**config.mk**
```make
export PLATFORM = sky130hd
export DESIGN_NAME = uart_tx_param
export DESIGN_NICKNAME = d
export VERILOG_FILES = /design/src/rtl/uart_tx_param.sv
export SDC_FILE = /design/constraint.sdc
export NUM_CORES = 1
export LEC_CHECK = 0
export ABC_AREA = 1
export BUFFER_PORTS_ARGS = -buffer_cell sky130_fd_sc_hd__buf_2
export CAP_MARGIN = 0
export CORE_MARGIN = 4
export CORE_UTILIZATION = 30
export CTS_CLUSTER_DIAMETER = 100
export DETAILED_ROUTE_END_ITERATION = 8
export PLACE_DENSITY_LB_ADDON = 0.25
export SKIP_LAST_GASP = 1
export SLEW_MARGIN = 10
export SYNTH_ARGS = -nofsm -noshare
export SYNTH_HDL_FRONTEND = slang
export SYNTH_SLANG_ARGS = --single-unit
```
**constraint.sdc**
```tcl
create_clock -name clk -period 1.65 [get_ports clk]
set_input_delay 0 -clock clk [delete_from_list [all_inputs] [get_ports clk]]
set_output_delay 0 -clock clk [all_outputs]
set_load 0.03 [all_outputs]
```
**src/rtl/uart_tx_param.sv**
```systemverilog
// Parametrised UART transmitter with built-in baud divider, optional parity/2 stop bits.
// Define UART_TX_BREAK_EN to add the tx_break input (line break + mark-after-break).
module uart_tx_param #(
    parameter int CLK_FREQ  = 12_000_000,
    parameter int BAUD      = 115_200,
    parameter int DATA_BITS = 8,
    parameter int PARITY    = 0,
    parameter int STOP_BITS = 1
) (
    input  logic                 clk,
    input  logic                 rst,
`ifdef UART_TX_BREAK_EN
    input  logic                 tx_break,
`endif
    input  logic                 tx_valid,
    output logic                 tx_ready,
    input  logic [DATA_BITS-1:0] tx_data,
    output logic                 tx_busy,
    output logic                 frame_done,
    output logic                 uart_tx
);

    localparam int BAUD_DIV = (CLK_FREQ + BAUD / 2) / BAUD;
    localparam int CW       = $clog2(BAUD_DIV);
    localparam int MAXB     = (DATA_BITS > STOP_BITS) ? DATA_BITS : STOP_BITS;
    localparam int BW       = $clog2(MAXB);

    if (BAUD_DIV < 2) begin : g_div_chk
        $error("uart_tx_param: BAUD_DIV must be >= 2");
    end
    if (DATA_BITS < 5 || DATA_BITS > 9) begin : g_bits_chk
        $error("uart_tx_param: DATA_BITS must be 5..9");
    end
    if (PARITY < 0 || PARITY > 2) begin : g_par_chk
        $error("uart_tx_param: PARITY must be 0, 1 or 2");
    end
    if (STOP_BITS < 1 || STOP_BITS > 2) begin : g_stop_chk
        $error("uart_tx_param: STOP_BITS must be 1 or 2");
    end

    typedef enum logic [2:0] {IDLE, START, DATA, PAR_BIT, STOP, BRK, MARK} state_t;

    state_t               state, state_nx;
    logic [CW-1:0]        baud_cnt, baud_nx;
    logic [BW-1:0]        bit_cnt, bit_nx;
    logic [DATA_BITS-1:0] shreg, shreg_nx;
    logic                 par_bit, par_nx;
    logic                 ready_r, ready_nx;
    logic                 line_nx, busy_nx, done_nx;
    logic                 boundary;

`ifdef UART_TX_BREAK_EN
    assign tx_ready = ready_r & ~tx_break;
`else
    assign tx_ready = ready_r;
`endif

    always_ff @(posedge clk or posedge rst) begin
        if (rst) begin
            state      <= IDLE;
            baud_cnt   <= '0;
            bit_cnt    <= '0;
            shreg      <= '0;
            par_bit    <= 1'b0;
            ready_r    <= 1'b1;
            uart_tx    <= 1'b1;
            tx_busy    <= 1'b0;
            frame_done <= 1'b0;
        end else begin
            state      <= state_nx;
            baud_cnt   <= baud_nx;
            bit_cnt    <= bit_nx;
            shreg      <= shreg_nx;
            par_bit    <= par_nx;
            ready_r    <= ready_nx;
            uart_tx    <= line_nx;
            tx_busy    <= busy_nx;
            frame_done <= done_nx;
        end
    end

    always_comb begin
        boundary = (baud_cnt == CW'(BAUD_DIV - 1));
        state_nx = state;
        baud_nx  = boundary ? '0 : baud_cnt + 1'b1;
        bit_nx   = bit_cnt;
        shreg_nx = shreg;
        par_nx   = par_bit;
        ready_nx = ready_r;
        line_nx  = uart_tx;
        busy_nx  = tx_busy;
        done_nx  = 1'b0;
        case (state)
            IDLE: begin
                baud_nx = '0;
                bit_nx  = '0;
`ifdef UART_TX_BREAK_EN
                if (tx_break) begin
                    state_nx = BRK;
                    line_nx  = 1'b0;
                    ready_nx = 1'b0;
                end else
`endif
                if (tx_valid && tx_ready) begin
                    state_nx = START;
                    line_nx  = 1'b0;
                    ready_nx = 1'b0;
                    busy_nx  = 1'b1;
                    shreg_nx = tx_data;
                    par_nx   = (PARITY == 1) ? ~^tx_data : ^tx_data;
                end
            end
            START: if (boundary) begin
                state_nx = DATA;
                line_nx  = shreg[0];
            end
            DATA: if (boundary) begin
                if (bit_cnt == BW'(DATA_BITS - 1)) begin
                    bit_nx = '0;
                    if (PARITY != 0) begin
                        state_nx = PAR_BIT;
                        line_nx  = par_bit;
                    end else begin
                        state_nx = STOP;
                        line_nx  = 1'b1;
                    end
                end else begin
                    // next bit is pre-read from shreg[1] so the line updates on this edge
                    bit_nx   = bit_cnt + 1'b1;
                    shreg_nx = shreg >> 1;
                    line_nx  = shreg[1];
                end
            end
            PAR_BIT: if (boundary) begin
                state_nx = STOP;
                line_nx  = 1'b1;
            end
            STOP: if (boundary) begin
                if (bit_cnt == BW'(STOP_BITS - 1)) begin
                    state_nx = IDLE;
                    done_nx  = 1'b1;
                    ready_nx = 1'b1;
                    busy_nx  = 1'b0;
                end else begin
                    bit_nx = bit_cnt + 1'b1;
                end
            end
`ifdef UART_TX_BREAK_EN
            BRK: begin
                baud_nx = '0;
                if (!tx_break) begin
                    state_nx = MARK;
                    line_nx  = 1'b1;
                end
            end
            // mark-after-break: two full bit periods of idle-high before accepting again
            MARK: if (boundary) begin
                if (bit_cnt == BW'(1)) begin
                    state_nx = IDLE;
                    ready_nx = 1'b1;
                end else begin
                    bit_nx = bit_cnt + 1'b1;
                end
            end
`endif
            default: state_nx = IDLE;
        endcase
    end

endmodule

```
==> results.rst, run 1 <==
.. list-table::
   :header-rows: 1

   * - Metric
     - Value
   * - Leakage power total
     - between 0.8 and 0.9 nW
   * - Number of antenna diodes
     - 0
   * - Average size of a mapped cell
     - 7.59 um^2
   * - Detailed-route vias per instance
     - 4.37
   * - Syn nets
     - about 200
   * - Worst Clk Skew
     - 4.38 ps
   * - MaxCap Viol Count
     - 0
   * - Most used cells in the layout excluding fill and tap cells
     - nand2_1 (82), dfrtp_1 (23), inv_1 (19)
   * - Commonest non-fill, non-tap cell in the layout
     - nand2_1
   * - Worst Tran Pin Value
     - 323 ps
   * - Sequential-to-total area share from yosys stat
     - 0.442
   * - Pre-Repair DR Iteration Count
     - 4
   * - Overall routing resource usage
     - 0.100
   * - Routability congestion estimate from global placement
     - roughly 0.76
   * - Die H
     - roughly 77 um
   * - Worst slew margin relative to its limit
     - 0.785
   * - Prevailing post-synth register cell
     - dfrtp_1
   * - Final cycle utilization of the critical path
     - 0.936
   * - CP endpoint kind
     - register
   * - Placed cell count
     - about 260
   * - Clock Root Buffer
     - clkbuf_8
   * - Total of cells resized after clock tree synthesis
     - 0
   * - Std cell rows
     - 24
   * - Number of buffers created by CTS
     - 3
   * - Antenna violations before repair
     - 0
   * - Total of flip-flops plus latches after synthesis
     - 25
   * - Chip width
     - between 70 and 80 um
   * - Netlist cell types
     - 25
   * - Count of input and output buffers
     - 14
   * - Number of sinks on the clock net
     - 25
   * - Total wire length after detailed routing
     - 2810 um
   * - Signal arrival time at the worst endpoint
     - 1710 ps
   * - Area growth from synthesis to layout
     - 16.5%
   * - Std-Cell Core Area
     - 4470 um^2
   * - Per-cell routed wire length
     - between 10 and 15 um
   * - Syn Std Cell Area
     - between 1000 and 1500 um^2
   * - Fin. max-slew vios
     - 0
   * - # H-tree levels
     - 1
   * - Initial drt markers
     - a little over 50
   * - Post-layout net count
     - roughly 230
   * - Proportion of layout cells with a drive suffix above 1
     - 0.190
   * - Via count
     - 1149
   * - Clock insertion delay at the later pin of the skew report
     - 270 ps
   * - Number of flops mapped to enable cells by yosys
     - 0
   * - DRC viols
     - 0
   * - Total Neg Setup Slack
     - 0 ps
   * - Crit Path Category
     - register to register
   * - Data required time of the critical path
     - about 1800 ps
   * - TritonCTS clock tree
     - done
   * - Highest clock frequency the design can meet
     - 648 MHz
   * - Total global routing overflow
     - 0
   * - Number of global-route vias before repair
     - 1114
   * - Hold Vio Cnt, Final
     - 0
   * - HPWL after detailed placement
     - between 2000 and 2500 um
   * - Largest net degree at the start of global routing
     - 26
   * - Run status
     - completed
   * - Count of fill cells added during filler insertion
     - ~470
   * - Synth Warn #
     - 0
   * - Post-CTS clock slew at the launch and capture registers of the worst setup and hold paths
     - 90 ps
   * - Number of cells in the finished layout apart from fillers
     - 263
   * - Power density relative to cell area
     - between 600 and 700 nW/um^2
   * - Number of instances in the synthesized netlist
     - between 150 and 200
   * - Period minus WS final
     - approximately 1500 ps
   * - Area enclosed by the die boundary
     - 5900 um^2
   * - Global-route wire length before repair
     - between 4000 and 5000 um
   * - Initial standard-cell utilization of the core
     - 0.317
   * - Peak supply drop
     - between 0.0003 and 0.0004 V
   * - Total I/O pin count
     - 15
   * - Setup violators final
     - 0
   * - Worst hold path type
     - input port to register
   * - Maximum number of buffers from clock root to sink
     - 2
   * - CP Launch Type
     - register
   * - Number of setup buffers added after CTS
     - 0
   * - Post-detailed-route count of antenna-violating nets
     - 0
   * - Crit path max fanout
     - 5
   * - Overall power after layout
     - around 1.0 mW
   * - Fraction of registers with async set/reset
     - 1.00
   * - Setup repair after global routing missed its margin
     - false
path summary, 6_finish.rpt:
path	slack, ps	cells after the start	to	startpoint
min in group asynchronous	320	4	baud_cnt[0]	rst
min	10	5	shreg[3]	tx_data[3]
min reg2reg	460	2	uart_tx	uart_tx
max in group asynchronous	1030	4	uart_tx	rst
max	110	7	shreg[0]	bit_cnt[0]
max reg2reg	110	7	shreg[0]	bit_cnt[0]
per-stage QoR:
step / utilization / setup slack [ps] / instance area, um^2 / hold slack (ps)
2_1_floorplan: - / 305 / 1420 / 25.8
3_5_place_dp: 0.353 / 148 / 1580 / 72.3
5_1_grt: 0.370 / 20.0 / 1650 / 19.2
4_1_cts: 0.367 / 118 / 1640 / 7.27
6_report: 0.370 / 106 / 1650 / 12.5
3_3_place_gp: 0.353 / 151 / 1580 / 71.6
layer usage:
metal,vias up,GRT usage,share of wire
met3,4,0.0164,0.031
met5,-,0,0
met2,17,0.157,0.44
met4,0,0.0435,0.014
li1,619,-,-
met1,509,0.136,0.52
registers in the layout, indices dropped and copies added (netlist names):
register	cells
state	3
frame_done	1
baud_cnt	7
uart_tx	1
tx_ready	1
bit_cnt	3
shreg	8
tx_busy	1
what timing repair did:
action                     4_1_cts  5_1_grt
hold endpoints to repair        24        0
setup endpoints to repair        0        2
hold buffers                     2        0
layout make-up:
| type | count | area (um^2) | area share |
|---|---|---|---|
| Clock buffer | 4 | 45.0 | 0.0272 |
| Inverter | 23 | 88.8 | 0.0537 |
| Multi-Input combinational cell | 140 | 714 | 0.432 |
| Sequential cell | 25 | 628 | 0.380 |
| Tap cell | 52 | 65.1 | 0.0393 |
| Timing Repair Buffer | 19 | 113 | 0.0681 |
logic make-up (layout without fill, tap and decap cells):
kind of cell / Yosys count / count (layout) / share of synthesized area
AND/OR/NAND/NOR: 122 / 123 / 0.396
flip-flops: 25 / 25 / 0.442
buffers and inverters: 23 / 46 / 0.0626
AO/OA/AOI/OAI: 11 / 11 / 0.0485
adder cells (fa/ha/maj): 5 / 5 / 0.0441
XOR/XNOR: 1 / 1 / 0.00617
where the power goes:
group,internal [mW],total [mW],switching (mW)
logic,0.0165,0.0361,0.0196
registers,0.612,0.612,0
clock network,0.173,0.362,0.189
cell usage after synthesis (2+ instances only):
cell type | instances | share of area
nand2_1 | 82 | 0.22
dfrtp_1 | 23 | 0.41
inv_1 | 19 | 0.050
nor2_1 | 14 | 0.037
nand3_1 | 9 | 0.032
ha_1 | 5 | 0.044
o21ai_0 | 4 | 0.014
o21ai_1 | 4 | 0.014
inv_2 | 3 | 0.0079
nand2_2 | 3 | 0.013
dfstp_2 | 2 | 0.037
nand2_4 | 2 | 0.016
nand3_2 | 2 | 0.014
nor2_2 | 2 | 0.0088
nor3_1 | 2 | 0.0070
nor3b_1 | 2 | 0.011
critical path, cell delays in order (launching register included):
cell and delay, ps:
dfrtp_1 420, ha_1 240, ha_1 200, nand2_1 60
nand2_1 80, nand3b_2 290, nand2_1 100, nand2_1 50
No activity file was read; power rests on OpenSTA's default activity.
==> inputs of run 2 (changes only) <==
Settings changed: ABC_AREA 1 to not set, CTS_BUF_LIST set to sky130_fd_sc_hd__clkbuf_4.
==> run 2 against run 1 <==
  * The flow now finishes with violations (setup timing)
  * First-iteration DRC count grew 18%
  * Fmax fell by 16%
  * Sequential power about the same
  * Non-clock buffer count grew 29
  * Via count fell by 8.5%
  * Hold slack better by 15 ps
  * Combinational power up 5.8%
  * Synthesized cell count fell by 35%
  * Wire length fell by 0.36%
  * Largest power group unchanged
  * Die area fell by 5.6%
==> results.rst, run 2 <==
.. list-table::
   :header-rows: 1

   * - Metric
     - Value
   * - Post-detailed-route count of antenna-violating nets
     - 0
   * - CP endpoint kind
     - register
   * - Commonest non-fill, non-tap cell in the layout
     - buf_4
   * - Post-Route Utilization
     - 0.446
   * - Final cycle utilization of the critical path
     - 1.12
   * - Clock insertion delay at the later pin of the skew report
     - 310 ps
   * - Std-Cell Core Area
     - slightly above 4000 um^2
   * - Number of sinks on the clock net
     - 25
   * - Worst Clk Skew
     - just over 2 ps
   * - Hold Vio Cnt, Final
     - 0
   * - Total wire length after detailed routing
     - approximately 2800 um
   * - Internal power consumption
     - 0.725 mW
   * - Global routing met1 resource utilization
     - 0.134
   * - Count of input and output buffers
     - 14
   * - Syn nets
     - approximately 140
   * - Count of cells along the worst register-to-register path
     - 6
   * - Antenna violations before repair
     - 0
   * - Largest net degree at the start of global routing
     - 26
   * - Netlist cell types
     - 40
   * - Most frequent cell after synthesis
     - dfrtp_1
   * - Setup slack of the most critical reg-to-reg path
     - -190 ps
   * - Power density relative to cell area
     - about 500 nW/um^2
   * - Initial standard-cell utilization of the core
     - 0.321
   * - Detailed-route vias per instance
     - approximately 4.8
   * - Crit path max fanout
     - 7
   * - DRC viols
     - 0
   * - Per-cell routed wire length
     - between 10 and 15 um
   * - Signal arrival time at the worst endpoint
     - roughly 2100 ps
   * - Post-synth top cells
     - dfrtp_1 (23), mux2_2 (16), nor2_1 (10), o21ai_0 (8), inv_1 (7)
   * - Number of flops mapped to enable cells by yosys
     - 0
   * - Area enclosed by the die boundary
     - roughly 5600 um^2
   * - # H-tree levels
     - 1
   * - Biggest area contributors in the synthesized netlist
     - dfrtp_1 (43%), mux2_2 (14%), ha_1 (4.7%)
   * - Min-delay src
     - tx_valid
   * - End point of the worst hold path
     - uart_tx
   * - Global-route wire length before repair
     - roughly 4800 um
   * - Worst slew margin relative to its limit
     - 0.781
   * - Chip width
     - approximately 75 um
   * - Sw Ratio
     - 0.210
   * - Register ranked first by flip-flop count
     - shreg
   * - Average size of a mapped cell
     - ~11 um^2
   * - Pre-Repair DR Iteration Count
     - 4
   * - Launching point of the worst reg2reg path
     - baud_cnt[1]
   * - Leakage power total
     - ~0.83 nW
   * - Period minus WS final
     - around 1800 ps
   * - Routability congestion estimate from global placement
     - about 0.84
   * - Area growth from synthesis to layout
     - 38.8%
   * - Met3 Usage GRT
     - 0.0214
   * - Number of antenna diodes
     - 0
   * - Prevailing post-synth register cell
     - dfrtp_1
   * - Worst hold path type
     - input port to register
   * - Number of buffers created by CTS
     - 3
   * - Number of global-route vias before repair
     - around 1100
   * - Initial drt markers
     - 60
   * - Clock Root Buffer
     - clkbuf_4
   * - Syn Std Cell Area
     - around 1300 um^2
   * - Worst Tran Pin Value
     - ~330 ps
   * - Proportion of layout cells with a drive suffix above 1
     - 0.536
   * - Total of flip-flops plus latches after synthesis
     - 25
   * - Final worst setup slack
     - -190 ps
   * - Net switching power of the design
     - ~0.19 mW
   * - CP Launch Type
     - register
   * - Setup repair after global routing missed its margin
     - true
   * - Max FFs per register
     - 8
   * - Most Used Layer, Global Route
     - met2
   * - Post-layout net count
     - roughly 190
   * - Total global routing overflow
     - 0
   * - Top Registers
     - shreg x8, baud_cnt x7
   * - Via count
     - ~1100
   * - Worst reg2reg endpoint
     - shreg[5]
   * - Highest clock frequency the design can meet
     - 543 MHz
   * - Setup violators final
     - 11
   * - Seq pwr share
     - 0.670
   * - Std cell rows
     - 23
   * - Crit Path Category
     - register to register
   * - Portion of synthesized cell area occupied by the leading cell type
     - 0.432
   * - Maximum number of buffers from clock root to sink
     - 2
   * - Post-CTS clock slew at the launch and capture registers of the worst setup and hold paths
     - approximately 130 ps
   * - Met2 global-route usage
     - 0.199
   * - HPWL after detailed placement
     - 2060 um
   * - TritonCTS clock tree
     - done
   * - Synth Warn #
     - 0
   * - Biggest area consumer among synthesized cells
     - dfrtp_1
   * - Die H
     - roughly 75 um
   * - Most used cells in the layout excluding fill and tap cells
     - buf_4 (29), dfrtp_1 (23), mux2_2 (15)
   * - Worst hold path depth
     - 4
   * - Overall routing resource usage
     - 0.110
   * - Run status
     - finished with violations
   * - Overall power after layout
     - about 0.92 mW
   * - MaxCap Viol Count
     - 0
   * - Fin. max-slew vios
     - 0
   * - Peak supply drop
     - roughly 0.00053 V
   * - Fraction of registers with async set/reset
     - 1.00
   * - Sequential-to-total area share from yosys stat
     - 0.472
   * - Total I/O pin count
     - 15
   * - Number of instances in the synthesized netlist
     - approximately 120
   * - Logic pwr share
     - 0.042
   * - Data required time of the critical path
     - roughly 1900 ps
   * - Share of total power in the clock network
     - 0.289
   * - Failing checks
     - setup timing
## run 2: cell types whose count changed in the layout (fill, tap and decap cells not counted), sizes merged, moves of 2 or more
cell / delta
o31ai: +3
and2: +2
xnor2: +2
nand3b: -2
inv: -15
nand2b: +2
nand3: -6
or3b: +2
buf: +29
mux2: +16
o311ai: +2
nor2: -8
nor2b: +2
nand2: -84
## run 2: layout make-up
| class | instances | area, um^2 |
|---|---|---|
| fill | 408 | 2300 |
| multi-input combinational | 83 | 753 |
| sequential | 25 | 628 |
| timing repair buffer | 48 | 342 |
| tap | 50 | 62.6 |
| inverter | 8 | 35.0 |
| clock buffer | 3 | 22.5 |
| clock inverter | 1 | 5.00 |
## run 2: power groups by stage
stage	sequential, mW	clock (mW)	combinational [mW]
2_1_floorplan	0.626	0	0.0180
3_3_place_gp	0.626	0	0.0349
3_5_place_dp	0.626	0	0.0359
4_1_cts	0.615	0.284	0.0398
5_1_grt	0.615	0.301	0.0443
6_report	0.615	0.265	0.0382
## run 2: cells by family after synthesis
kind of cell / count (synthesis) / synth area share
flops: 25 / 0.472
buf+inv: 13 / 0.0489
mux: 17 / 0.143
fa+ha+maj: 5 / 0.0470
compound gates: 21 / 0.114
xor+xnor: 4 / 0.0263
simple gates: 36 / 0.149
## run 2: worst max path at each step
stage	from	end	slack [ps]	depth (start not counted)
final	baud_cnt[1]	shreg[5]	-190	6
after CTS	baud_cnt[1]	shreg[2]	-190	6
after floorplan	baud_cnt[0]	shreg[0]	-280	6
after detailed placement	baud_cnt[0]	tx_busy	-270	7
after global routing	baud_cnt[0]	shreg[6]	-280	6
after global placement	baud_cnt[0]	tx_busy	-190	7
## run 2: stage by stage
| step | instance area (um^2) | hold slack, ps | TNS, ps | setup slack (ps) | std cells |
|---|---|---|---|---|---|
| 4_1_cts | 1760 | 19.7 | -1890 | -191 | 216 |
| 5_1_grt | 1850 | 25.3 | -2640 | -280 | 218 |
| 3_3_place_gp | 1650 | 61.7 | -1720 | -193 | 208 |
| 6_report | 1850 | 27.2 | -1500 | -190 | 218 |
| 2_1_floorplan | 1340 | 25.8 | -2100 | -280 | 121 |
| 3_5_place_dp | 1650 | 73.2 | -2410 | -266 | 208 |
## run 2: what timing repair did
item / in CTS / in global routing
gates cloned: 0 / 0
hold buffers: 2 / 0
buffers inserted: 2 / 2
hold endpoints to repair: 26 / 0
pin swaps: 5 / 9
endpoints found under the setup margin: 15 / 20
resized for setup: 17 / 12
## run 2: per-layer routing
layer  share of wire  vias up
met5               0        -
met4           0.015        0
met3           0.039        4
met2            0.50       19
met1            0.45      510
li1                -      518
## run 2: worst max-delay path, stage by stage, from the launching register on
cell	delay, ps
dfrtp_1	380
ha_2	190
nand3_2	90
or3b_4	400
o31ai_4	190
buf_6	160
mux2_2	330
==> inputs of run 3 (changes only) <==
Settings changed: SKIP_LAST_GASP 1 to not set.
==> run 3 against run 2 <==
  * The flow still finishes with violations (setup timing)
  * Wire length increased by 0.39%
  * Critical path type unchanged
  * Core utilization increased by 0.18 points
  * Critical path depth unchanged
  * Largest cell class unchanged
  * Clock skew about the same
  * Sequential share of layout area decreased by 0.14 points
  * Critical endpoint unchanged
==> results.rst, run 3 (same netlist as run 2, synthesis figures left out) <==
.. list-table::
   :header-rows: 1

   * - Metric
     - Value
   * - Run status
     - finished with violations
   * - Failing checks
     - setup timing
   * - Period minus WS final
     - approximately 1800 ps
   * - Leakage power total
     - 0.833 nW
   * - Chip width
     - 74.6 um
   * - Antenna violations before repair
     - 0
   * - CP endpoint kind
     - register
   * - Number of global-route vias before repair
     - about 1100
   * - TritonCTS clock tree
     - done
   * - Routability congestion estimate from global placement
     - ~0.84
   * - CP peak stage delay
     - about 400 ps
   * - Ordered list of cells on the worst path
     - ha_2 > nand3_2 > or3b_4 > o31ai_4 > buf_6 > mux2_2
   * - Placed cell count
     - between 200 and 250
   * - Commonest non-fill, non-tap cell in the layout
     - buf_4
   * - Most used cells in the layout excluding fill and tap cells
     - buf_4 (28), dfrtp_1 (23), mux2_2 (15)
   * - Via count
     - 1068
   * - DRC viols
     - 0
   * - Number of cells in the finished layout apart from fillers
     - ~220
   * - Crit path max fanout
     - 7
   * - Post-CTS clock slew at the launch and capture registers of the worst setup and hold paths
     - around 130 ps
   * - Final cycle utilization of the critical path
     - 1.12
   * - Die H
     - about 75 um
   * - Top Registers
     - shreg x8, baud_cnt x7
   * - Power density relative to cell area
     - 495 nW/um^2
   * - Setup repair after global routing missed its margin
     - true
   * - Final Instance Area
     - approximately 1900 um^2
   * - Clock insertion delay at the later pin of the skew report
     - between 300 and 400 ps
   * - Number of sinks on the clock net
     - 25
   * - Clock Root Buffer
     - clkbuf_4
   * - Highest clock frequency the design can meet
     - 544 MHz
   * - Hold Vio Cnt, Final
     - 0
   * - Total global routing overflow
     - 0
   * - Post-detailed-route count of antenna-violating nets
     - 0
   * - Min-delay src
     - tx_valid
   * - Pre-Repair DR Iteration Count
     - 4
   * - Std cell rows
     - 23
   * - Total I/O pin count
     - 15
   * - Overall routing resource usage
     - 0.110
   * - Worst reg2reg endpoint
     - shreg[5]
   * - Worst Clk Skew
     - approximately 2.2 ps
   * - Register ranked first by flip-flop count
     - shreg
   * - HPWL after detailed placement
     - around 2000 um
   * - Number of buffers created by CTS
     - 3
   * - Max FFs per register
     - 8
   * - Count of input and output buffers
     - 14
   * - Per-cell routed wire length
     - 12.9 um
   * - Crit Path Category
     - register to register
   * - CP startpoint
     - baud_cnt[1]
   * - MaxCap Viol Count
     - 0
   * - Proportion of layout cells with a drive suffix above 1
     - 0.542
   * - Dpl cell area
     - between 1500 and 2000 um^2
   * - Setup violators final
     - 11
   * - # H-tree levels
     - 1
   * - Worst hold path depth
     - 4
   * - Global-route wire length before repair
     - around 4800 um
   * - Final worst setup slack
     - -190 ps
   * - Std-Cell Core Area
     - 4140 um^2
   * - Count of cells along the worst register-to-register path
     - 6
   * - Worst hold path type
     - input port to register
   * - Area growth from synthesis to layout
     - 39.4%
   * - Maximum number of buffers from clock root to sink
     - 2
   * - Cell at the slowest stage of the critical path
     - or3b_4
   * - Signal arrival time at the worst endpoint
     - 2050 ps
   * - Initial drt markers
     - 48
   * - Setup slack at placement
     - -266 ps
   * - Fin. max-slew vios
     - 0
   * - Setup slack of the most critical reg-to-reg path
     - -190 ps
   * - Post-layout net count
     - ~190
   * - Post-Route Utilization
     - 0.448
   * - Launching point of the worst reg2reg path
     - baud_cnt[1]
   * - Detailed-route vias per instance
     - roughly 4.9
   * - Data required time of the critical path
     - ~1900 ps
   * - Number of antenna diodes
     - 0
   * - CP Capture Point
     - shreg[5]
   * - Worst slew margin relative to its limit
     - 0.785
   * - CP Launch Type
     - register
   * - Peak supply drop
     - between 0.0005 and 0.0006 V
   * - Largest net degree at the start of global routing
     - 26
   * - Initial standard-cell utilization of the core
     - 0.321
   * - Area enclosed by the die boundary
     - 5570 um^2
   * - Worst Tran Pin Value
     - approximately 320 ps
   * - Total wire length after detailed routing
     - 2810 um
[run 3: cell types whose count changed in the layout (fill, tap and decap cells not counted)]
cell,delta
o21ai_2,+1
o21ai_0,-1
buf_6,+1
buf_4,-1
[run 3: metal layers]
layer	up-vias	global-route usage	routed length, um
li1	519	-	-
met1	525	0.134	1260
met2	20	0.199	1410
met3	4	0.0214	93
met4	0	0.0296	42
met5	-	0	0
[run 3: layout make-up]
cell class                 instances  area [um^2]
inverter                           8         35.0
clock inverter                     1         5.00
clock buffer                       3         22.5
sequential                        25          628
tap                               50         62.6
fill                             408         2290
timing repair buffer              48          345
multi-input combinational         83          757
[run 3: worst min path at each step]
stage	to
after floorplan	baud_cnt[0]
after global placement	baud_cnt[2]
after detailed placement	baud_cnt[2]
after CTS	uart_tx
after global routing	uart_tx
final	uart_tx
[run 3: stage by stage]
stage | TNS, ps | total power [mW] | hold WS [ps]
after global placement | -1720 | 0.661 | 61.7
after global routing | -2620 | 0.961 | 25.3
after detailed placement | -2410 | 0.662 | 73.2
final | -1480 | 0.919 | 26.4
after CTS | -1890 | 0.938 | 19.7
after floorplan | -2100 | 0.644 | 25.8
[run 3: what timing repair did]
action	4_1_cts	5_1_grt
hold buffers	2	0
setup buffers	2	2
endpoints found under the setup margin	15	20
hold endpoints to repair	26	0
pin swaps	5	9
gates resized for setup	17	15
[run 3: worst max-delay path: cells and delay by family, from the launching register on]
family | cells | cell delay, ps
muxes | 1 | 330
and+or+nand+nor | 2 | 490
AOI/OAI and AO/OA | 1 | 190
adders and majority gates | 1 | 190
DFF | 1 | 380
buffers and inverters | 1 | 160
[run 3: report_power, final]
part           internal, mW  switching (mW)  leakage [nW]
clock network        0.0905           0.175        0.0177
registers             0.614        0.000584         0.315
logic                0.0202          0.0178         0.500
total                 0.725           0.194         0.833
